--- config.mk ---
export PLATFORM = sky130hd
export DESIGN_NAME = mul_seq_flat
export DESIGN_NICKNAME = d
export VERILOG_FILES = /design/src/rtl/mcu_pkg.sv /design/src/rtl/mul_seq_if.sv /design/src/rtl/mul_seq.sv /design/src/flat_wrapper.sv
export SDC_FILE = /design/constraint.sdc
export NUM_CORES = 1
export LEC_CHECK = 0
export BUFFER_PORTS_ARGS = -buffer_cell sky130_fd_sc_hd__buf_2
export CORE_ASPECT_RATIO = 0.7
export CORE_MARGIN = 4
export CORE_UTILIZATION = 61
export CTS_CLUSTER_SIZE = 28
export DETAILED_ROUTE_END_ITERATION = 8
export PLACE_DENSITY_LB_ADDON = 0.3
export SKIP_LAST_GASP = 1
export SLEW_MARGIN = 20
export SYNTH_ARGS = -nofsm -noshare
export SYNTH_HDL_FRONTEND = slang
export SYNTH_SLANG_ARGS = --single-unit
--- constraint.sdc ---
create_clock -name clk -period 7.3 [get_ports clk]
set_input_delay 0.365 -clock clk [delete_from_list [all_inputs] [get_ports clk]]
set_output_delay 0.365 -clock clk [all_outputs]
set_load 0.02 [all_outputs]
--- src/rtl/mcu_pkg.sv ---
// Shared MCU datapath definitions used by the sequential multiplier.
//   - MUL_OP_* : operation codes presented on the multiplier's op input
//   - RES_SRC_*: writeback result-select codes (d2 is the multiplier)
//   - mul_state_t: multiplier controller state encoding
//   - mul_op_high(): true when the op returns the high product word
package mcu_pkg;

  localparam logic [1:0] MUL_OP_MUL     = 2'b00;  // low word
  localparam logic [1:0] MUL_OP_MULH    = 2'b01;  // signed x signed, high word
  localparam logic [1:0] MUL_OP_MULHU   = 2'b10;  // unsigned x unsigned, high word
  localparam logic [1:0] MUL_OP_MUL_ALT = 2'b11;  // alias of MUL

  localparam logic [1:0] RES_SRC_NONE = 2'b00;
  localparam logic [1:0] RES_SRC_MUL  = 2'b10;

  typedef enum logic [1:0] {
    ST_IDLE = 2'd0,
    ST_RUN  = 2'd1,
    ST_DONE = 2'd2
  } mul_state_t;

  function automatic logic mul_op_high(input logic [1:0] op);
    return (op == MUL_OP_MULH) || (op == MUL_OP_MULHU);
  endfunction

endpackage

--- src/rtl/mul_seq_if.sv ---
// Request/response bundle of the sequential multiplier.
//   master: controller side (drives start/op/a/b, observes status and result)
//   slave : multiplier side
//   start, op[1:0], a/b[WIDTH-1:0]          request and operands
//   busy, done, result[WIDTH-1:0], res_src  status, product and writeback select
interface mul_seq_if #(
  parameter int WIDTH = 32
);
  logic             start;
  logic [1:0]       op;
  logic [WIDTH-1:0] a;
  logic [WIDTH-1:0] b;
  logic             busy;
  logic             done;
  logic [WIDTH-1:0] result;
  logic [1:0]       res_src;

  modport master (
    output start, op, a, b,
    input  busy, done, result, res_src
  );

  modport slave (
    input  start, op, a, b,
    output busy, done, result, res_src
  );
endinterface

--- src/rtl/mul_seq.sv ---
// Iterative shift-add multiplier, one multiplier bit per clock.
// A request is accepted only in IDLE; the operation then runs for WIDTH
// cycles (busy high), followed by a single DONE cycle in which done pulses,
// result is updated and res_src selects the multiplier for writeback.
// Ports:
//   clk    system clock, rising edge
//   reset  synchronous reset, active-high
//   bus    mul_seq_if.slave (start/op/a/b in; busy/done/result/res_src out)
module mul_seq
  import mcu_pkg::*;
#(
  parameter int WIDTH = 32
) (
  input  logic        clk,
  input  logic        reset,
  mul_seq_if.slave    bus
);

  localparam int CW = $clog2(WIDTH) + 1;

  mul_state_t         state_reg;
  logic [1:0]         op_reg;
  logic               neg_reg;
  logic [WIDTH-1:0]   mcand_reg;
  logic [WIDTH-1:0]   mplier_reg;
  logic [2*WIDTH-1:0] acc_reg;
  logic [CW-1:0]      cnt_reg;
  logic               busy_reg;
  logic               done_reg;
  logic [WIDTH-1:0]   result_reg;
  logic [1:0]         res_src_reg;

  logic [WIDTH:0]     sum_next;
  logic [2*WIDTH-1:0] shift_next;
  logic [2*WIDTH-1:0] final_next;
  logic               last_iter;

  // Magnitude of a signed operand; the most negative value maps to itself,
  // which is exactly right when read back as unsigned.
  function automatic logic [WIDTH-1:0] magnitude(input logic [WIDTH-1:0] v);
    return v[WIDTH-1] ? (-v) : v;
  endfunction

  always_comb begin
    // Keep the carry: the sum is WIDTH+1 bits wide and becomes the new top
    // of the accumulator after the right shift.
    sum_next   = {1'b0, acc_reg[2*WIDTH-1:WIDTH]} +
                 (mplier_reg[0] ? {1'b0, mcand_reg} : {(WIDTH+1){1'b0}});
    shift_next = {sum_next, acc_reg[WIDTH-1:1]};
    // Sign correction for MULH is applied to the full double-width product.
    final_next = neg_reg ? (-shift_next) : shift_next;
    last_iter  = (cnt_reg == CW'(1));
  end

  always_ff @(posedge clk) begin
    if (reset) begin
      state_reg   <= ST_IDLE;
      op_reg      <= MUL_OP_MUL;
      neg_reg     <= 1'b0;
      mcand_reg   <= '0;
      mplier_reg  <= '0;
      acc_reg     <= '0;
      cnt_reg     <= '0;
      busy_reg    <= 1'b0;
      done_reg    <= 1'b0;
      result_reg  <= '0;
      res_src_reg <= RES_SRC_NONE;
    end else begin
      done_reg    <= 1'b0;
      res_src_reg <= RES_SRC_NONE;
      case (state_reg)
        ST_IDLE: begin
          if (bus.start) begin
            op_reg <= bus.op;
            if (bus.op == MUL_OP_MULH) begin
              mcand_reg  <= magnitude(bus.a);
              mplier_reg <= magnitude(bus.b);
              neg_reg    <= bus.a[WIDTH-1] ^ bus.b[WIDTH-1];
            end else begin
              mcand_reg  <= bus.a;
              mplier_reg <= bus.b;
              neg_reg    <= 1'b0;
            end
            acc_reg   <= '0;
            cnt_reg   <= CW'(WIDTH);
            busy_reg  <= 1'b1;
            state_reg <= ST_RUN;
          end
        end
        ST_RUN: begin
          mplier_reg <= mplier_reg >> 1;
          cnt_reg    <= cnt_reg - CW'(1);
          if (last_iter) begin
            // Final iteration, sign fix-up and word select share one edge so
            // done appears exactly WIDTH+1 cycles after the start edge.
            acc_reg     <= final_next;
            result_reg  <= mul_op_high(op_reg) ? final_next[2*WIDTH-1:WIDTH]
                                               : final_next[WIDTH-1:0];
            busy_reg    <= 1'b0;
            done_reg    <= 1'b1;
            res_src_reg <= RES_SRC_MUL;
            state_reg   <= ST_DONE;
          end else begin
            acc_reg <= shift_next;
          end
        end
        ST_DONE: begin
          state_reg <= ST_IDLE;
        end
        default: begin
          state_reg <= ST_IDLE;
          busy_reg  <= 1'b0;
        end
      endcase
    end
  end

  assign bus.busy    = busy_reg;
  assign bus.done    = done_reg;
  assign bus.result  = result_reg;
  assign bus.res_src = res_src_reg;

endmodule

--- src/flat_wrapper.sv ---
// flat-port wrapper written by rule: the top's interface ports become plain ports
module mul_seq_flat import mcu_pkg::*;
#(
  parameter int WIDTH = 32
)
  (clk, reset, bus_start, bus_op, bus_a, bus_b, bus_busy, bus_done, bus_result, bus_res_src);
  mul_seq_if #(.WIDTH(WIDTH)) bus_i ();
  input  logic clk;
  input  logic reset;
  input wire logic [$bits(bus_i.start)-1:0] bus_start;
  input wire logic [$bits(bus_i.op)-1:0] bus_op;
  input wire logic [$bits(bus_i.a)-1:0] bus_a;
  input wire logic [$bits(bus_i.b)-1:0] bus_b;
  output wire logic [$bits(bus_i.busy)-1:0] bus_busy;
  output wire logic [$bits(bus_i.done)-1:0] bus_done;
  output wire logic [$bits(bus_i.result)-1:0] bus_result;
  output wire logic [$bits(bus_i.res_src)-1:0] bus_res_src;
  assign bus_i.start = bus_start;
  assign bus_i.op = bus_op;
  assign bus_i.a = bus_a;
  assign bus_i.b = bus_b;
  assign bus_busy = bus_i.busy;
  assign bus_done = bus_i.done;
  assign bus_result = bus_i.result;
  assign bus_res_src = bus_i.res_src;
  mul_seq #(.WIDTH(WIDTH)) u_core (.clk(clk), .reset(reset), .bus(bus_i));
endmodule
==> results of run 1 <==
-- power by group through the flow --
stage	Combinational (mW)	Sequential [mW]	Clock [mW]
2_1_floorplan	0.338	1.03	0
3_3_place_gp	0.459	1.04	0
3_5_place_dp	0.470	1.04	0
4_1_cts	0.474	1.02	0.983
5_1_grt	0.528	1.02	1.02
6_report	0.484	1.02	0.980
-- area by class of cell --
cell class	instances	area, um^2
fill	1628	5950
clock buffer	18	429
timing repair buffer	116	616
inverter	20	75.1
sequential	172	3440
tap	264	330
multi-input combinational	1312	8200
clock inverter	13	190
-- routing by layer --
| layer | vias to the layer above | track usage, % | wire (um) |
|---|---|---|---|
| li1 | 5925 | - | - |
| met1 | 5831 | 45.7 | 16500 |
| met2 | 563 | 46.9 | 15700 |
| met3 | 63 | 6.11 | 3080 |
| met4 | 0 | 8.82 | 694 |
| met5 | - | 0 | 0 |
-- cells in the final DEF (no fill, tap or decap), types with 34 or more instances in the layout --
cell | netlist | final
nor2_1 | 263 | 259
dfxtp_1 | 172 | 172
nand2_1 | 137 | 137
a21oi_1 | 108 | 108
buf_2 | 7 | 102
xnor2_1 | 89 | 88
o21ai_0 | 82 | 82
xor2_1 | 72 | 71
and2_1 | 44 | 43
nor3_1 | 42 | 42
a22oi_1 | 40 | 40
ha_1 | 37 | 37
a211oi_1 | 36 | 36
nand3_1 | 34 | 34
-- stage by stage --
step	std cells	hold WS (ns)	setup slack [ns]	util (%)	power [mW]
floorplan	1622	0.432	3.08	-	1.36
CTS	1915	0.180	2.11	69.1	2.47
detailed placement	1884	0.446	2.13	65.8	1.51
finish	1915	0.191	1.91	69.1	2.48
global route	1915	0.193	1.57	69.1	2.57
global placement	1884	0.436	2.42	65.8	1.49
-- kinds of logic after synthesis --
| family | share of synthesized area (%) |
|---|---|
| compound gates | 25.6 |
| xor+xnor | 11.6 |
| fa+ha+maj | 3.97 |
| buf+inv | 4.52 |
| flops | 28.3 |
| mux | 0.494 |
| other cells | 0.0308 |
| simple gates | 25.5 |
-- worst max-delay path by stage --
stage                          from                    end  slack (ns)  cells after the start
3_5_place_dp   u_core.mplier_reg[0]  u_core.bus.result[28]        2.13                     13
5_1_grt        u_core.mplier_reg[0]  u_core.bus.result[28]        1.57                     13
6_report       u_core.mplier_reg[0]  u_core.bus.result[28]        1.91                     13
3_3_place_gp   u_core.mplier_reg[0]  u_core.bus.result[26]        2.42                     13
2_1_floorplan  u_core.mplier_reg[0]  u_core.bus.result[30]        3.08                     15
4_1_cts        u_core.mplier_reg[0]  u_core.bus.result[26]        2.11                     13
-- critical path: stages (launching register included) --
cell and delay, ns:
dfxtp_1 0.61, and2_1 0.33, ha_1 0.23, fa_1 0.44
a211oi_1 0.41, o211ai_1 0.18, a211oi_1 0.70, o21bai_1 0.25
xnor2_1 0.44, nand3_1 0.26, nor4_2 0.84, nand4_1 0.20
mux2i_1 0.17, a311oi_1 0.23
==> impl_results.md, run 1 <==
- Critical path arrival: 5.74 ns
- LEAKAGE: 5.21 nW
- CP startpoint kind: register
- Top Ports: around 110
- Layout cells sized above 1: 10.9%
- R2R setup slack: between 1.5 and 2 ns
- EDFF count, synth: 0
- CP endpoint kind: register
- Comb pwr share: 19.5%
- Area fraction of the dominant cell type after synthesis: between 20 and 30%
- CTS Buffer Depth: 2
- Via/cell ratio: around 6.5
- CTS resizes: 0
- Worst-skew pair later-pin latency: ~0.45 ns
- Worst-Margin Slew: 1.18 ns
- Crit-path max FO: 33
- DRT Wirelength: 36.0 mm
- Avg Cell Area, Syn: 7.50 um^2
- Required @ worst endpoint: 7.65 ns
- Seq pwr share: between 40% and 50%
- Unique cell type count in the Yosys netlist: 80
- Critical path type: register to register
- Cells after Synth: 1622
- Cts bufs inserted: 17
- Skew final: 0.0174 ns
- Tmin final: between 5 and 6 ns
- FMAX: 0.185 GHz
- GRT Residual Overflow: 0
- Die width: 177 um
- First-pass GRT wire length: ~58 mm
- Worst Reg-to-Reg Cells: 13
- Vias in the first global route: 11249
- Final hold viol count: 0
- Sw Ratio: 30.6%
- PwrDens: about 190 mW/mm^2
- Most frequent cell after synthesis: nor2_1
- NetSw: 760 uW
- Unrepaired setup endpoints after global routing: false
- Max reg flops: between 60 and 70
- Clk sinks: 172
- Setup Fix Bufs, Post-CTS: 0
- CTS hold repair buffers: 0
- Max H-tree Level: 4
- Clk pwr share: between 30% and 40%
- R2R Path Start: u_core.mplier_reg[0]
- Post-synth top cells: nor2_1 (263), dfxtp_1 (172), nand2_1 (137)
- Starting Density: 63.2%
- Hold Path Stages: 3
- Dpl hpwl: 25.7 mm
- Number of remaining DRC errors: 0
- Max_cap viols: 0
- GP Congestion: approximately 0.98
- Final setup TNS: 0 ns
- Initial antenna violation count: 0
- FF-to-FF End: u_core.bus.result[28]
- Hold_sp: bus_op[1]
- Outcome: complete, no violations
- Largest net degree at the start of global routing: 103
- CTS tree: done
- Post-synth top flop: dfxtp_1
- Max Slew Vio Count: 0
- NumNets Final: 1746
- GRT Util Overall: between 30% and 40%
- Top cells by area, synth: dfxtp_1 (28%), nor2_1 (8.1%), xnor2_1 (6.4%), xor2_1 (5.2%), a21oi_1 (4.4%)
- Synth area leader: dfxtp_1
- Die height: 126 um
- CTS Root Cell: clkbuf_16
- Int Power: ~1.7 mW
- Sequential element share of the synthesized area: 28.3%
- Async set or reset register ratio after synthesis: 0%
- TritonRoute pass-1 iters: 6
- Endpoints failing setup: 0
- Num rows: 42
- Die ar.: 0.0223 mm^2
- Area post-placement: 0.0127 mm^2
- PortBufs: 103
- Final Cell Area: 0.0133 mm^2
- Core Area: approximately 0.019 mm^2
- Post-synthesis cell area: 0.0122 mm^2
- Tcrit/Tclk final: between 70% and 80%
- Syn Nets: around 1700
- Syn. warnings: 0
- Antenna Cells: 0
- Remaining antenna violation count: 0
- Via Count: about 12000
- DR iter-0 viols: 1604
- Slew HR: between 20% and 30%
- Layout area overhead: 9.21%
- FF+latch count, synth: about 170
- Hold/Removal Path Class: input port to register
- Worst Hold End: u_core.op_reg[1]
- Clk pin slew, worst setup/hold paths: 0.07 ns
- Max rail drop VDD: 154 uV
- Routed len/inst: around 19 um
Note: power is estimated with default switching activity, not from simulation.
==> run 2: changes to the inputs <==
--- a/config.mk
+++ b/config.mk
@@ -8,7 +8,7 @@
 export BUFFER_PORTS_ARGS = -buffer_cell sky130_fd_sc_hd__buf_2
 export CORE_ASPECT_RATIO = 0.7
 export CORE_MARGIN = 4
-export CORE_UTILIZATION = 61
+export CORE_UTILIZATION = 55
 export CTS_CLUSTER_SIZE = 28
 export DETAILED_ROUTE_END_ITERATION = 8
 export PLACE_DENSITY_LB_ADDON = 0.3
==> constraint.sdc (replaced) <==
create_clock -name clk -period 4.4 [get_ports clk]
set_input_delay 0.22 -clock clk [delete_from_list [all_inputs] [get_ports clk]]
set_output_delay 0.22 -clock clk [all_outputs]
set_load 0.02 [all_outputs]
==> impl_results.md, run 2 (synthesis gave the netlist of run 1 again) <==
- Tmin final: 4.30 ns (-1.09 ns)
- CP endpoint kind: register
- Die height: 132 um (+5.0%)
- Max rail drop VDD: 264 uV (+72%)
- NumNets Final: 1784 (+2.2%)
- TritonRoute pass-1 iters: 6 (unchanged)
- Skew final: 0.00845 ns (-0.00890 ns)
- Crit-path max FO: 7 (-79%)
- PortBufs: 103 (unchanged)
- Slowest stage cell, crit path: or4_4
- Endpoints failing setup: 0 (unchanged)
- Layout cells sized above 1: 13.4% (+2.5 points)
- WP buf/inv: 0 (unchanged)
- Via Count: 12611 (+1.8%)
- Die ar.: 0.0246 mm^2 (+10%)
- CTS Root Cell: clkbuf_16
- Num rows: 45 (+7.1%)
- Max reg flops: 63 (unchanged)
- Largest net degree at the start of global routing: 103 (unchanged)
- Max_cap viols: 0 (unchanged)
- Seq pwr share: 41.0% (about the same)
- LEAKAGE: 5.41 nW (+3.9%)
- Clk sinks: 172 (unchanged)
- CP startpoint kind: register
- Hold/Removal Path Class: input port to register
- Max H-tree Level: 4 (unchanged)
- Post-Layout Cell Count: 1972 (+3.0%)
- CTS tree: done
- DR iter-0 viols: 1212 (-24%)
- First-pass GRT wire length: 59.1 mm (+2.6%)
- Dpl ws: 0.116 ns (-2.01 ns)
- FMAX: 0.233 GHz (+25%)
- Clk pin slew, worst setup/hold paths: 0.07 ns (about the same)
- Cts bufs inserted: 17 (unchanged)
- PwrDens: 301 mW/mm^2 (+61%)
- Via/cell ratio: 6.40 (-1.1%)
- DRT Wirelength: 36.6 mm (+1.6%)
- Required @ worst endpoint: 4.69 ns (-2.96 ns)
- GRT Residual Overflow: 0 (unchanged)
- GP Congestion: 0.946 (-3.0%)
- CTS hold repair buffers: 0 (unchanged)
- Initial antenna violation count: 1 (+1)
- Worst-path cell chain: and2_1 > ha_1 > fa_1 > xor2_1 > or2_2 > a221o_1 > or2_1 > or4_4 > nand4b_4 > or4_4 > o31ai_2 > xor2_1 > a211oi_1
- Remaining antenna violation count: 0 (unchanged)
- Dpl hpwl: 26.3 mm (+2.3%)
- Worst setup margin: 0.0990 ns (-1.81 ns)
- Crit-path max cell delay: 0.55 ns (-0.29 ns)
- Routed len/inst: 18.6 um (-1.3%)
- Worst-skew pair later-pin latency: 0.44 ns (about the same)
- Commonest non-fill, non-tap cells in the layout: nor2_1 (260), dfxtp_1 (171), nand2_1 (137)
- Placed cell count: 1936 (+2.8%)
- Tcrit/Tclk final: 97.8% (+24 points)
- Vias in the first global route: 11517 (+2.4%)
- CTS Buffer Depth: 2 (unchanged)
- NetSw: 1.27 mW (+67%)
- Worst-Margin Slew: 1.11 ns (-0.0686 ns)
- Commonest non-fill, non-tap cell in the layout: nor2_1
- Max Slew Vio Count: 0 (unchanged)
- GRT Util Overall: 29.1% (-2.1 points)
- Int Power: 2.83 mW (+65%)
- Starting Density: 56.0% (-7.3 points)
- Die width: 186 um (+5.1%)
- Top Ports: 105 (unchanged)
- Clk pwr share: 38.0% (-1.5 points)
- Core Area: 0.0217 mm^2 (+13%)
- Critical path's top delay family: simple AND/OR/NAND/NOR gates
- Antenna Cells: 0 (unchanged)
- Layout area overhead: 12.0%
- Unrepaired setup endpoints after global routing: true
- Comb pwr share: 21.0% (+1.5 points)
- Outcome: complete, no violations
- Slew HR: 25.8% (+4.4 points)
- Critical path type: register to register
- Final hold viol count: 0 (unchanged)
- Sw Ratio: 31.0% (+0.34 points)
- Critical path arrival: 4.59 ns (-1.15 ns)
- Number of remaining DRC errors: 0 (unchanged)
-- run 2: changes by cell type in the layout (fill, tap and decap cells not counted), moves of 2 or more --
cell	before	now
clkinv_2	1	3
clkbuf_8	0	3
buf_4	14	52
o31ai_1	21	19
bufinv_16	4	2
clkinvlp_4	4	1
clkinv_4	1	3
a211oi_2	1	3
a211oi_1	36	34
o31ai_2	0	2
-- run 2: routing by layer --
layer	global-route usage [%]	part of all wire, %	vias to the layer above
met5	0	0	-
met4	8.21	2.0	0
met3	6.54	9.5	68
met2	43.0	43	605
met1	42.5	46	5934
li1	-	-	6004
-- run 2: final timing paths --
| kind | startpoint | endpoint | slack [ns] | cells after the start |
|---|---|---|---|---|
| worst max-delay path | u_core.mplier_reg[0] | u_core.bus.result[30] | 0.1 | 13 |
| worst min-delay path | bus_op[0] | u_core.op_reg[0] | 0.04 | 3 |
| worst max register to register | u_core.mplier_reg[0] | u_core.bus.result[30] | 0.1 | 13 |
| worst min register to register | u_core.bus.result[9] | u_core.bus.result[9] | 0.46 | 2 |
-- run 2: through the flow --
| stage | hold slack, ns | TNS, ns | utilization (%) | instance area [um^2] | total power, mW |
|---|---|---|---|---|---|
| after floorplan | 0.356 | 0 | - | 12200 | 2.26 |
| after detailed placement | 0.441 | 0 | 59.5 | 12900 | 2.53 |
| after global routing | 0.0404 | -0.00170 | 62.7 | 13600 | 4.27 |
| after CTS | 0.0269 | 0 | 62.3 | 13500 | 4.08 |
| final | 0.0353 | 0 | 62.7 | 13600 | 4.10 |
| after global placement | 0.439 | 0 | 59.5 | 12900 | 2.51 |
-- run 2: final cells by class --
type / count / area (um^2)
Multi-Input combinational cell: 1312 / 8240
Fill cell: 1990 / 8120
Clock inverter: 12 / 135
Tap cell: 282 / 353
Timing Repair Buffer: 154 / 901
Sequential cell: 172 / 3440
Clock buffer: 20 / 467
Inverter: 20 / 75.1
-- run 2: worst reg2reg max path, cell delays in order (launching register included) --
cell and delay [ns]:
dfxtp_1 0.36, and2_1 0.18, ha_1 0.22, fa_1 0.45, xor2_1 0.22, or2_2 0.34, a221o_1 0.32, or2_1 0.29
or4_4 0.55, nand4b_4 0.23, or4_4 0.54, o31ai_2 0.21, xor2_1 0.17, a211oi_1 0.08
-- run 2: timing repair --
action	CTS	global route
endpoints found under the setup margin	0	15
resized for setup	0	10
buffers inserted	0	4
-- run 2: power groups by stage --
stage / registers (mW) / clock network, mW / logic, mW
after detailed placement: 1.71 / 0 / 0.817
final: 1.68 / 1.56 / 0.862
after CTS: 1.68 / 1.58 / 0.823
after global placement: 1.71 / 0 / 0.800
after floorplan: 1.70 / 0 / 0.561
after global routing: 1.69 / 1.64 / 0.940
